===== src/rtl/fifo_serializer_pkg.sv =====
// Shared definitions for the FIFO read-side serializer: FSM state encodings
// and default frame geometry. Used by fifo_serializer and its bench.
package fifo_serializer_pkg;

   localparam logic [2:0] ST_IDLE   = 3'd0;
   localparam logic [2:0] ST_START  = 3'd1;
   localparam logic [2:0] ST_DATA   = 3'd2;
   localparam logic [2:0] ST_PARITY = 3'd3;
   localparam logic [2:0] ST_STOP   = 3'd4;

   localparam int DEFAULT_DATA_WIDTH   = 8;
   localparam int DEFAULT_CLKS_PER_BIT = 4;

   typedef enum logic [2:0] {
      IDLE   = ST_IDLE,
      START  = ST_START,
      DATA   = ST_DATA,
      PARITY = ST_PARITY,
      STOP   = ST_STOP
   } state_e;

endpackage


===== src/rtl/fifo_serializer_baud_tick_gen.sv =====
// Bit-period timer. tick is high on the last cycle of every bit period;
// clear forces the next cycle to be the first cycle of a fresh period.
module baud_tick_gen #(
   parameter int CLKS_PER_BIT = 4
) (
   input  logic clk,
   input  logic reset,
   input  logic clear,
   output logic tick
);

   localparam int CNT_W = (CLKS_PER_BIT > 1) ? $clog2(CLKS_PER_BIT) : 1;
   localparam logic [CNT_W-1:0] CNT_LAST = CNT_W'(CLKS_PER_BIT - 1);

   logic [CNT_W-1:0] cnt_q;
   logic [CNT_W-1:0] cnt_d;

   assign tick = (cnt_q == CNT_LAST);

   // Count 0..CLKS_PER_BIT-1, wrapping on the bit boundary or on clear.
   always_comb begin
      cnt_d = cnt_q + CNT_W'(1);
      if (clear || tick) begin
         cnt_d = '0;
      end
   end

   // Period counter register.
   always_ff @(posedge clk) begin
      if (reset) begin
         cnt_q <= '0;
      end else begin
         cnt_q <= cnt_d;
      end
   end

endmodule


===== src/rtl/fifo_serializer.sv =====
// FIFO read-side serializer: pops show-ahead FIFO words and shifts them out
// as start bit, LSB-first data, optional even parity, stop bit.
// Optional parity bit is enabled by defining FIFO_SERIALIZER_PARITY_EN.
// Outputs are registered from the current state, so tx/busy trail the FSM
// by one cycle; rd_val seen in IDLE in cycle N drops tx in cycle N+2.
module fifo_serializer
   import fifo_serializer_pkg::*;
#(
   parameter int DATA_WIDTH   = DEFAULT_DATA_WIDTH,
   parameter int CLKS_PER_BIT = DEFAULT_CLKS_PER_BIT
) (
   input  logic                  clk,
   input  logic                  reset,
   input  logic                  rd_val,
   input  logic [DATA_WIDTH-1:0] rd_data,
   output logic                  rd_en,
   output logic                  tx,
   output logic                  busy
);

   localparam int IDX_W = $clog2(DATA_WIDTH + 1);
   localparam logic [IDX_W-1:0] IDX_LAST = IDX_W'(DATA_WIDTH - 1);

   state_e                state_q;
   logic [DATA_WIDTH-1:0] shreg_q;
   logic [IDX_W-1:0]      bit_idx_q;
   logic                  par_q;
   logic                  tx_q;
   logic                  rd_en_q;
   logic                  busy_q;
   logic                  tick;
   logic                  start_frame;

   // A frame starts from IDLE, or straight out of the last STOP cycle so
   // back-to-back words leave no idle gap. The pop strobe follows one cycle
   // later, which also keeps it from ever being high on consecutive cycles.
   assign start_frame = rd_val && ((state_q == IDLE) || ((state_q == STOP) && tick));

   baud_tick_gen #(
      .CLKS_PER_BIT(CLKS_PER_BIT)
   ) u_baud (
      .clk  (clk),
      .reset(reset),
      .clear(start_frame),
      .tick (tick)
   );

   assign rd_en = rd_en_q;
   assign tx    = tx_q;
   assign busy  = busy_q;

   // Frame FSM with registered line, busy and pop outputs.
   always_ff @(posedge clk) begin
      if (reset) begin
         state_q   <= IDLE;
         shreg_q   <= '0;
         bit_idx_q <= '0;
         par_q     <= 1'b0;
         tx_q      <= 1'b1;
         rd_en_q   <= 1'b0;
         busy_q    <= 1'b0;
      end else begin
         rd_en_q <= start_frame;
         busy_q  <= (state_q != IDLE);

         case (state_q)
            START:   tx_q <= 1'b0;
            DATA:    tx_q <= shreg_q[0];
            PARITY:  tx_q <= par_q;
            default: tx_q <= 1'b1;
         endcase

         if (start_frame) begin
            shreg_q   <= rd_data;
            par_q     <= ^rd_data;
            bit_idx_q <= '0;
            state_q   <= START;
         end else if (tick) begin
            case (state_q)
               START: begin
                  bit_idx_q <= '0;
                  state_q   <= DATA;
               end
               DATA: begin
                  shreg_q   <= shreg_q >> 1;
                  bit_idx_q <= bit_idx_q + IDX_W'(1);
                  if (bit_idx_q == IDX_LAST) begin
`ifdef FIFO_SERIALIZER_PARITY_EN
                     state_q <= PARITY;
`else
                     state_q <= STOP;
`endif
                  end
               end
               PARITY:  state_q <= STOP;
               default: state_q <= IDLE;
            endcase
         end
      end
   end

endmodule


===== config.mk =====
export PLATFORM = sky130hd
export DESIGN_NAME = fifo_serializer
export DESIGN_NICKNAME = d
export VERILOG_FILES = /design/src/rtl/fifo_serializer_pkg.sv /design/src/rtl/fifo_serializer_baud_tick_gen.sv /design/src/rtl/fifo_serializer.sv
export SDC_FILE = /design/constraint.sdc
export NUM_CORES = 1
export LEC_CHECK = 0
export BUFFER_PORTS_ARGS = -buffer_cell sky130_fd_sc_hd__buf_2
export CAP_MARGIN = 20
export CELL_PAD_IN_SITES_DETAIL_PLACEMENT = 1
export CELL_PAD_IN_SITES_GLOBAL_PLACEMENT = 1
export CORE_AREA = 2 2 54 56
export DETAILED_ROUTE_END_ITERATION = 8
export DIE_AREA = 0 0 56 58
export PLACE_DENSITY_LB_ADDON = 0.12
export SYNTH_ARGS = -nofsm -noshare
export SYNTH_HDL_FRONTEND = slang
export SYNTH_SLANG_ARGS = --single-unit

===== constraint.sdc =====
create_clock -name clk -period 1.9 [get_ports clk]
set_clock_uncertainty 0.2 [all_clocks]
set_input_delay 0.19 -clock clk [delete_from_list [all_inputs] [get_ports clk]]
set_output_delay 0.19 -clock clk [all_outputs]
set_load 0.1 [all_outputs]

==> metrics.md, run 1 <==
| Metric | Value |
|---|---|
| Cell variety after synth | 34 |
| Sum of negative setup slack | 0 ps |
| Sw Pwr | between 200 and 300 uW |
| Sw frac | between 30% and 40% |
| DRC | 0 |
| Worst-margin pin slew | around 490 ps |
| Global-route wire length before repair | 4153 um |
| Die area | between 3000 and 4000 um^2 |
| Worst hold path type | input port to flip-flop |
| Comb power frac | between 20% and 30% |
| Initial Util | about two fifths |
| Maximum clock path buffer count | 2 |
| CP Launch Type | flip-flop |
| Ant diodes | 0 |
| Ys async rst share | 0% |
| Share of post-route cells with drive strength above 1 | between 20% and 30% |
| Synth Register Bits | 21 |
| IO Pins | 14 |
| Skew-Pair Late Insertion Delay | around 320 ps |
| Register area share after synthesis | 39.25% |
| Total Routing Usage GR | ~16% |
| Core box area | between 2000 and 3000 um^2 |
| Critical path fanouts, max | 18 |
| Fin nets | ~150 |
| Top post-synthesis cells by area | dfxtp_1 (39%), xnor2_1 (6.5%), a211oi_2 (5.8%) |
| Synth Area in XOR/XNOR | slightly above 8% |
| Routability congestion estimate | ~0.74 |
| Worst EP required | roughly 1900 ps |
| Total number of vias | a little under 900 |
| Mapped Nets | 128 |
| Outcome | finished clean |
| Clock sinks | 21 |
| Crit path time final | roughly 1700 ps |
| Antenna Nets Post-Route | 0 |
| Fin. max-slew vios | 0 |
| Mux cell area share after synthesis | 5.607% |
| CTS tree | done |
| Top cell type by total area after synthesis | dfxtp_1 |
| Commonest cells post-synth | dfxtp_1 (21), nor2_1 (15), a21oi_1 (11) |
| Area Growth Syn to Fin | 14.37% |
| Clock share of power | between 20% and 30% |
| H-tree Lvls | 1 |
| Critical Path AT | roughly 1700 ps |
| WL final | about 2300 um |
| Max-cap violation count | 0 |
| Cell area after synthesis | 1071 um^2 |
| Number of synthesized flops with an enable pin | 0 |
| P_int | 639.5 uW |
| Final total power | 916.6 uW |
| Post-Synth Simple-Gate Area | a little under a quarter |
| Most common cell in the synthesized netlist | dfxtp_1 |
| Initial antenna violation count | 0 |
| Final Util | 46.01% |
| Crit end category | flip-flop |
| Post-CTS setup repair buffer count | 0 |
| DRT Pass-1 Iters | 2 |
| Die Y-Extent | slightly below 60 um |
| Clk slew on worst S/H paths | between 100 and 150 ps |
| Endpoints failing hold | 0 |
| Wire length per cell | around 14 um |
| YS warnings | 0 |
| Synth Instances | approximately 120 |
| Overflow after GRT | 0 |
| Worst slew margin | between 60% and 70% |
| Vias per cell | about 5.4 |
| RSZ-0062 raised after global routing | false |
| IR Drop Worst-Case VDD | ~0.00046 V |
| Root buffer cell | clkbuf_4 |
| CP Class | flip-flop to flip-flop |
| Register share of total power | a little over half |
| Top FF cell, synth | dfxtp_1 |
| Mean Syn Cell Area | between 9 and 10 um^2 |
| Compound-Gate Fraction of Synth Area | 15.89% |
| Total CTS buffers | 3 |
| Final setup violation count | 0 |
| PD cells | about 750 nW/um^2 |
| Largest net degree at the start of global routing | 21 |
| LEAKAGE | between 0.0004 and 0.0005 uW |
| Die X | between 50 and 60 um |
| Yosys top cell area share | 39.25% |
| Hpwl dp | ~1600 um |
| Rows | 19 |
| Post-Synth Adder-Cell Area | under 10% |
| Starting DRC count in detailed routing | 21 |
| IO buf count | 13 |
| Main combinational cell family by area after synthesis | simple AND/OR/NAND/NOR gates |
| Vias in the first global route | between 800 and 900 |
| Fin crit share | approximately 91% |
| Fmax | 579.2 MHz |
-- cell usage in the layout (no fill, tap or decap), types with 4 or more instances in the layout --
| master | instances |
|---|---|
| dfxtp_1 | 21 |
| nor3_1 | 5 |
| a211oi_2 | 5 |
| a21oi_1 | 11 |
| buf_2 | 13 |
| nor2_1 | 15 |
| mux2i_1 | 6 |
| nand2_1 | 4 |
| xnor2_1 | 8 |
-- repair_timing --
| action | CTS | global route |
|---|---|---|
| endpoints found under the setup margin | 0 | 9 |
| resized for setup | 0 | 2 |
| endpoints found under the hold margin | 2 | 0 |
| hold buffers | 2 | 0 |
-- routing by layer --
metal | vias to the layer above | wire length (um) | GRT usage, % | part of all wire [%]
li1 | 440 | - | - | -
met1 | 421 | 1009 | 20.25 | 44
met2 | 10 | 1178 | 27.73 | 51
met3 | 5 | 50 | 2.009 | 2.2
met4 | 0 | 53 | 9.184 | 2.3
met5 | - | 0 | 0 | 0
-- layout make-up --
type                            count  area [um^2]
Clock buffer                        4        26.28
Fill cell                         327         1438
Inverter                            2        7.507
Multi-Input combinational cell     85        604.3
Sequential cell                    21        420.4
Tap cell                           31        38.79
Timing Repair Buffer               19        127.6
-- critical path, stage by stage, from the launching register on --
cell      delay, ps
dfxtp_1         350
ha_2            250
nor2b_4          80
nor3_4          200
buf_12          180
mux2i_1         250
a211oi_2        100
-- cell families (layout without fill, tap and decap cells) --
| logic type | after synthesis | after routing |
|---|---|---|
| xor gates and xnor gates | 10 | 10 |
| AOI/OAI and AO/OA | 23 | 23 |
| and+or+nand+nor | 44 | 44 |
| DFF | 21 | 21 |
| buffers and inverters | 9 | 25 |
| adders and majority gates | 2 | 2 |
| muxes | 6 | 6 |
-- final timing paths --
path	start	to	slack, ps	cells past startpoint
max reg2reg	u_baud.cnt_q[0]$_SDFF_PP0_	shreg_q[0]$_SDFFE_PP0P_	170	6
min reg2reg	u_baud.cnt_q[0]$_SDFF_PP0_	u_baud.cnt_q[0]$_SDFF_PP0_	240	1
min	rd_data[6]	shreg_q[6]$_SDFFE_PP0P_	20	5
max	u_baud.cnt_q[0]$_SDFF_PP0_	shreg_q[0]$_SDFFE_PP0P_	170	6
-- sequential cells by signal (all words and copies together), names as in the netlist --
name,cells
shreg_q,8
bit_idx_q,4
state_q,3
u_baud.cnt_q,2
busy,1
par_q,1
rd_en,1
tx,1
-- metrics by stage --
stage | setup WS (ps) | instance area [um^2] | hold WS (ps) | std cells
CTS | 29.82 | 1216 | 22.95 | 162
finish | 173.6 | 1225 | 20.69 | 162
detailed placement | 54.66 | 1170 | 226.9 | 156
floorplan | 193.3 | 1071 | 92.27 | 115
global placement | 160.1 | 1170 | 214.0 | 156
global route | 46.54 | 1225 | 66.83 | 162
-- power groups by stage --
stage,registers (uW),logic [uW],clock network (uW)
finish,487,207,223
global route,491,230,239
CTS,487,208,229
detailed placement,498,203,0
global placement,496,198,0
floorplan,519,137,0
(Power assumes the default switching activity.)
==> inputs of run 2 (changes only) <==
--- a/config.mk
+++ b/config.mk
@@ -13,6 +13,7 @@
 export DETAILED_ROUTE_END_ITERATION = 8
 export DIE_AREA = 0 0 56 58
 export PLACE_DENSITY_LB_ADDON = 0.12
+export RECOVER_POWER = 100
 export SYNTH_ARGS = -nofsm -noshare
 export SYNTH_HDL_FRONTEND = slang
 export SYNTH_SLANG_ARGS = --single-unit
==> run 2 against run 1 <==
Cell count stayed put. Critical path type unchanged. Routed wire length shrank 0.17%. Critical endpoint is now shreg_q[3]$_SDFFE_PP0P_. Register-to-register slack improved by 20 ps. Clock-buffer cell count stayed put. Combinational power down 4%. Die area unchanged. Global-route usage unchanged. Highest routed layer unchanged. Power shrank 1.0%. Fmax grew 0.94%.
==> metrics.md, run 2 (synthesis gave the netlist of run 1 again) <==
| Metric | Value |
|---|---|
| RR Startpoint | u_baud.cnt_q[0]$_SDFF_PP0_ (unchanged) |
| Total Routing Usage GR | 16.35% (unchanged) |
| Critical path cell sequence | ha_2 > nor2b_4 > nor3_4 > buf_12 > mux2i_1 > a211oi_2 (unchanged) |
| Reg-to-reg setup timing slack | 190 ps (was 170 ps) |
| Total number of vias | 876 (unchanged) |
| CTS tree | done (unchanged) |
| Vias per cell | 5.407 (unchanged) |
| Clk slew on worst S/H paths | 120 ps (about the same) |
| Worst slew margin | 64.05% (was 67.77%) |
| Hpwl dp | 1641 um (unchanged) |
| Max-cap violation count | 0 (unchanged) |
| Biggest register | shreg_q (unchanged) |
| Ant diodes | 0 (unchanged) |
| Max FFs per register | 8 (unchanged) |
| Area Growth Syn to Fin | 12.62% (was 14.37%) |
| Overflow after GRT | 0 (unchanged) |
| Fin area | 1206 um^2 (was 1225 um^2) |
| Worst EP required | 1900 ps (about the same) |
| Worst-margin pin slew | 541.6 ps (was 486.8 ps) |
| Largest net degree at the start of global routing | 21 (unchanged) |
| Fmax | 584.7 MHz (was 579.2 MHz) |
| Die Y-Extent | 58 um (unchanged) |
| Start point of the critical path | u_baud.cnt_q[0]$_SDFF_PP0_ (unchanged) |
| Initial Util | 40.23% (unchanged) |
| PD cells | 752.0 nW/um^2 (was 748.3 nW/um^2) |
| Register share of total power | 53.7% (was 53.1%) |
| Min-delay src | rd_data[6] (unchanged) |
| Maximum clock path buffer count | 2 (unchanged) |
| Total CTS buffers | 3 (unchanged) |
| Placed inst area | 1170 um^2 (unchanged) |
| Comb power frac | 21.8% (was 22.6%) |
| Share of post-route cells with drive strength above 1 | 20.61% (was 23.66%) |
| Critical Path AT | 1710 ps (was 1730 ps) |
| CP Class | flip-flop to flip-flop (unchanged) |
| Starting DRC count in detailed routing | 26 (was 21) |
| Root buffer cell | clkbuf_4 (unchanged) |
| Vias in the first global route | 898 (unchanged) |
| CP Launch Type | flip-flop (unchanged) |
| Fin cells | 162 (unchanged) |
| Routability congestion estimate | 0.7362 (unchanged) |
| Most frequent cells in the layout | dfxtp_1 (21), nor2_1 (15), a21oi_1 (11), buf_2 (10), xnor2_1 (8) (was dfxtp_1 (21), nor2_1 (15), buf_2 (13), a21oi_1 (11), xnor2_1 (8)) |
| Fin. max-slew vios | 0 (unchanged) |
| Initial antenna violation count | 0 (unchanged) |
| Sum of negative setup slack | 0 ps (unchanged) |
| Wire length per cell | 14.12 um (was 14.14 um) |
| Skew-Pair Late Insertion Delay | 310 ps (was 320 ps) |
| Commonest non-fill, non-tap cell in the layout | dfxtp_1 (unchanged) |
| IR Drop Worst-Case VDD | 0.0004582 V (was 0.0004569 V) |
| IO Pins | 14 (unchanged) |
| Core box area | 2663 um^2 (unchanged) |
| Critical path fanouts, max | 18 (unchanged) |
| Post-CTS setup repair buffer count | 0 (unchanged) |
| Endpoints failing hold | 0 (unchanged) |
| Worst hold path type | input port to flip-flop (unchanged) |
| Die area | 3248 um^2 (unchanged) |
| H-tree Lvls | 1 (unchanged) |
| DRT Pass-1 Iters | 3 (was 2) |
| DRC | 0 (unchanged) |
| Crit path time final | 1710 ps (was 1726 ps) |
| Slowest cell on crit path | dfxtp_1 (unchanged) |
| Sw frac | 29.98% (was 30.24%) |
| Crit end category | flip-flop (unchanged) |
| Worst Hold Endpoint | shreg_q[6]$_SDFFE_PP0P_ (unchanged) |
| RSZ-0062 raised after global routing | false (unchanged) |
| FF-to-FF End | shreg_q[3]$_SDFFE_PP0P_ (was shreg_q[0]$_SDFFE_PP0P_) |
| Placed insts | 156 (unchanged) |
| WL final | 2287 um (was 2291 um) |
| Rows | 19 (unchanged) |
| Slowest stage delay, CP | 350 ps (about the same) |
| Largest regs | shreg_q x8, bit_idx_q x4, state_q x3 (unchanged) |
| IO buf count | 13 (unchanged) |
| Worst reg-to-reg path cell count | 6 (unchanged) |
| Antenna Nets Post-Route | 0 (unchanged) |
| Sw Pwr | 272.0 uW (was 277.2 uW) |
| Clock share of power | 24.5% (was 24.3%) |
| P_int | 635.1 uW (was 639.5 uW) |
| Global-route wire length before repair | 4153 um (unchanged) |
| Fin crit share | 90.02% (was 90.86%) |
| Hold Crit Depth | 5 (unchanged) |
| Outcome | finished clean (unchanged) |
| Clock sinks | 21 (unchanged) |
| Final setup violation count | 0 (unchanged) |
| LEAKAGE | 0.0004473 uW (was 0.0004540 uW) |
| Die X | 56 um (unchanged) |
| Fin nets | 145 (unchanged) |
-- run 2: layout make-up --
type                            count  area (um^2)
Sequential cell                    21        420.4
Tap cell                           31        38.79
Clock buffer                        4        26.28
Inverter                            2        7.507
Timing Repair Buffer               19        123.9
Fill cell                         330         1456
Multi-Input combinational cell     85        589.3
-- run 2: layer usage --
layer / vias up / GRT usage, % / part of all wire [%] / routed length [um]
met3: 5 / 2.009 / 2.2 / 50
li1: 439 / - / - / -
met2: 10 / 27.73 / 51 / 1175
met1: 422 / 20.25 / 44 / 1008
met5: - / 0 / 0 / 0
met4: 0 / 9.184 / 2.3 / 53
-- run 2: power by group through the flow --
stage / logic (uW) / registers, uW / clock network, uW
after floorplan: 137 / 519 / 0
after global placement: 198 / 496 / 0
after detailed placement: 203 / 498 / 0
after CTS: 208 / 487 / 229
after global routing: 220 / 491 / 239
final: 198 / 487 / 222
-- run 2: per-stage QoR --
stage | utilization, % | worst slack (ps) | hold slack [ps] | total power (uW)
2_1_floorplan | - | 193.3 | 92.27 | 655.7
3_3_place_gp | 43.94 | 160.1 | 214.0 | 693.7
3_5_place_dp | 43.94 | 54.66 | 226.9 | 700.7
4_1_cts | 45.68 | 29.82 | 22.95 | 924.4
5_1_grt | 45.30 | 49.29 | 66.83 | 949.9
6_report | 45.30 | 189.6 | 27.62 | 907.1
-- run 2: worst max-delay path, delay by kind of cell, from the launching register on --
family	cells	cell delay [ps]
flip-flops	1	350
AND/OR/NAND/NOR	2	280
adder cells (fa/ha/maj)	1	250
multiplexers	1	240
buffers and inverters	1	180
AO/OA/AOI/OAI	1	90
-- run 2: how the worst max path moves through the flow --
stage,endpoint,slack [ps]
after floorplan,par_q$_SDFFE_PP0P_,190
after global placement,shreg_q[7]$_SDFFE_PP0P_,160
after detailed placement,shreg_q[7]$_SDFFE_PP0P_,50
after CTS,shreg_q[7]$_SDFFE_PP0P_,30
after global routing,shreg_q[7]$_SDFFE_PP0P_,50
final,shreg_q[3]$_SDFFE_PP0P_,190
-- run 2: repair_timing --
action | in CTS | in global routing
gates resized for setup | 0 | 2
hold buffers | 2 | 0
setup endpoints to repair | 0 | 9
endpoints found under the hold margin | 2 | 0
==> inputs of run 3 (changes only) <==
==> constraint.sdc (replaced) <==
create_clock -name clk -period 1.6 [get_ports clk]
set_clock_uncertainty 0.2 [all_clocks]
set_input_delay 0.16 -clock clk [delete_from_list [all_inputs] [get_ports clk]]
set_output_delay 0.16 -clock clk [all_outputs]
set_load 0.1 [all_outputs]
==> run 3 against run 2 <==
The flow now finishes with violations (negative setup slack). Die area unchanged. Combinational power up 42%. Hold slack lost 2.2 ps. Critical path type unchanged. Highest routed layer unchanged.
==> metrics.md, run 3 (synthesis gave the netlist of run 1 again) <==
| Metric | Value |
|---|---|
| Die X | 56 um (unchanged) |
| Footprint of the multi-input gates | 645.6 um^2 (was 589.3 um^2) |
| Fin. max-slew vios | 0 (unchanged) |
| Final setup violation count | 4 (was 0) |
| Fin crit share | 100.8% (was 90.02%) |
| Initial Util | 40.23% (unchanged) |
| H-tree Lvls | 1 (unchanged) |
| Largest regs | shreg_q x8, bit_idx_q x4, state_q x3 (unchanged) |
| Clk slew on worst S/H paths | 130 ps (was 120 ps) |
| RR Startpoint | u_baud.cnt_q[0]$_SDFF_PP0_ (unchanged) |
| Core box area | 2663 um^2 (unchanged) |
| RSZ-0062 raised after global routing | true (was false) |
| Pre-CTS WS | -4.528 ps (was 54.66 ps) |
| Fin nets | 154 (was 145) |
| Worst hold path type | input port to flip-flop (unchanged) |
| Die Y-Extent | 58 um (unchanged) |
| PD cells | 834.3 nW/um^2 (was 752.0 nW/um^2) |
| Global-route wire length before repair | 4174 um (was 4153 um) |
| Wire length per cell | 14.56 um (was 14.12 um) |
| Slowest stage delay, CP | 370 ps (was 350 ps) |
| Reg-to-reg setup timing slack | -10 ps (was 190 ps) |
| Endpoints failing hold | 0 (unchanged) |
| Largest net degree at the start of global routing | 21 (unchanged) |
| Ant diodes | 0 (unchanged) |
| GR peak layer | met2 (unchanged) |
| Placed insts | 163 (was 156) |
| Crit end category | flip-flop (unchanged) |
| Critical path fanouts, max | 12 (was 18) |
| Critical path cell sequence | ha_4 > nor2b_4 > nor3_4 > buf_12 > mux2i_2 > a211oi_2 (was ha_2 > nor2b_4 > nor3_4 > buf_12 > mux2i_1 > a211oi_2) |
| Worst-margin pin slew | 489.0 ps (was 541.6 ps) |
| LEAKAGE | 0.0005057 uW (was 0.0004473 uW) |
| Vias in the first global route | 914 (was 898) |
| Crit path time final | 1613 ps (was 1710 ps) |
| WL final | 2490 um (was 2287 um) |
| CP Launch Type | flip-flop (unchanged) |
| DRC | 0 (unchanged) |
| Rows | 19 (unchanged) |
| Max FFs per register | 8 (unchanged) |
| Fin cells | 171 (was 162) |
| Seq. cell area | 427.9 um^2 (was 420.4 um^2) |
| Fin area | 1351 um^2 (was 1206 um^2) |
| Total CTS buffers | 3 (unchanged) |
| Outcome | finished with violations (was finished clean) |
| Total Routing Usage GR | 16.04% (was 16.35%) |
| Critical Path AT | 1600 ps (was 1710 ps) |
| Routability congestion estimate | 0.7615 (was 0.7362) |
| Starting DRC count in detailed routing | 20 (was 26) |
| IO Pins | 14 (unchanged) |
| Most frequent cells in the layout | dfxtp_1 (15), nor2_1 (14), buf_2 (13), buf_4 (10) (was dfxtp_1 (21), nor2_1 (15), a21oi_1 (11), buf_2 (10), xnor2_1 (8)) |
| Met1 Use GR | 21.01% (was 20.25%) |
| Share of post-route cells with drive strength above 1 | 39.29% (was 20.61%) |
| Antenna Nets Post-Route | 0 (unchanged) |
| Total number of vias | 917 (was 876) |
| Die area | 3248 um^2 (unchanged) |
| Worst EP required | 1590 ps (was 1900 ps) |
| Overflow after GRT | 0 (unchanged) |
| Commonest non-fill, non-tap cell in the layout | dfxtp_1 (unchanged) |
| Met3 Use GR | 1.339% (was 2.009%) |
| Biggest register | shreg_q (unchanged) |
| Skew-Pair Late Insertion Delay | 300 ps (was 310 ps) |
| Maximum clock path buffer count | 2 (unchanged) |
| Sum of negative setup slack | -24.93 ps (was 0 ps) |
| Root buffer cell | clkbuf_4 (unchanged) |
| Min-delay src | rd_data[5] (was rd_data[6]) |
| Placed inst area | 1252 um^2 (was 1170 um^2) |
| Worst slew margin | 67.63% (was 64.05%) |
| # fillers | 317 (was 330) |
| IR Drop Worst-Case VDD | 0.0005051 V (was 0.0004582 V) |
| Clock sinks | 21 (unchanged) |
| Start point of the critical path | u_baud.cnt_q[0]$_SDFF_PP0_ (unchanged) |
| Worst Setup Slack, final | -13.13 ps (was 189.6 ps) |
| M2 GR Usage | 27.73% (unchanged) |
| Fmax | 619.9 MHz (was 584.7 MHz) |
| IO buf count | 13 (unchanged) |
| DRT Pass-1 Iters | 4 (was 3) |
| CP Class | flip-flop to flip-flop (unchanged) |
| Hpwl dp | 1782 um (was 1641 um) |
| Slowest cell on crit path | dfxtp_2 (was dfxtp_1) |
| Vias per cell | 5.363 (was 5.407) |
| Max-cap violation count | 0 (unchanged) |
| Initial antenna violation count | 0 (unchanged) |
| CTS tree | done (unchanged) |
| Area Growth Syn to Fin | 26.17% (was 12.62%) |
| Failing checks | negative setup slack |
-- run 3: cell count changes in the layout (fill, tap and decap cells not counted), sizes merged --
cell    change
buf        +12
clkbuf      -4
clkinv      +1
-- run 3: per-layer routing --
layer  routed length, um  vias to the layer above  part of all wire (%)
met5                   0                        -                     0
met3                  45                        2                   1.8
met4                  21                        0                  0.84
li1                    -                      455                     -
met2                1290                       11                    52
met1                1132                      449                    45
-- run 3: worst paths after layout --
path	end	depth (start not counted)
setup / recovery	shreg_q[2]$_SDFFE_PP0P_	6
hold / removal	shreg_q[5]$_SDFFE_PP0P_	3
setup reg to reg	shreg_q[2]$_SDFFE_PP0P_	6
hold reg to reg	u_baud.cnt_q[0]$_SDFF_PP0_	1
-- run 3: area by class of cell --
| type | count | share of cell area, % |
|---|---|---|
| clock buffers | 3 | 1.667 |
| well taps | 31 | 2.870 |
| multi-input cells | 85 | 47.78 |
| clock inverters | 1 | 0.3704 |
| repair buffers | 28 | 15.09 |
| flip-flops and latches | 21 | 31.67 |
| inverters | 2 | 0.5556 |
-- run 3: where the power goes --
| part | internal [uW] | leakage, uW | total, uW | switching [uW] |
|---|---|---|---|---|
| clock network | 93.2 | 0.0000177 | 263 | 170 |
| registers | 559 | 0.000175 | 583 | 23.6 |
| logic | 128 | 0.000313 | 282 | 154 |
| total | 781 | 0.000506 | 1130 | 347 |
-- run 3: stage by stage --
stage | total power [uW] | util (%) | hold slack, ps
floorplan | 784.6 | - | 62.27
global route | 1191 | 50.75 | 31.63
global placement | 843.6 | 47.04 | 217.7
finish | 1127 | 50.75 | 25.45
detailed placement | 851.8 | 47.04 | 226.5
CTS | 1129 | 49.30 | 0.2141
-- run 3: critical path, delay by kind of cell (launching register included) --
family                   cells  cell delay, ps
AO/OA/AOI/OAI                1              90
adder cells (fa/ha/maj)      1             160
buffers and inverters        1             180
flip-flops                   1             370
multiplexers                 1             220
AND/OR/NAND/NOR              2             290
-- run 3: timing repair --
| action | CTS | global route |
|---|---|---|
| buffers inserted | 1 | 1 |
| pin swaps | 1 | 4 |
| endpoints found under the hold margin | 2 | 0 |
| setup endpoints to repair | 8 | 13 |
| hold buffers | 2 | 0 |
| gates resized for setup | 2 | 10 |
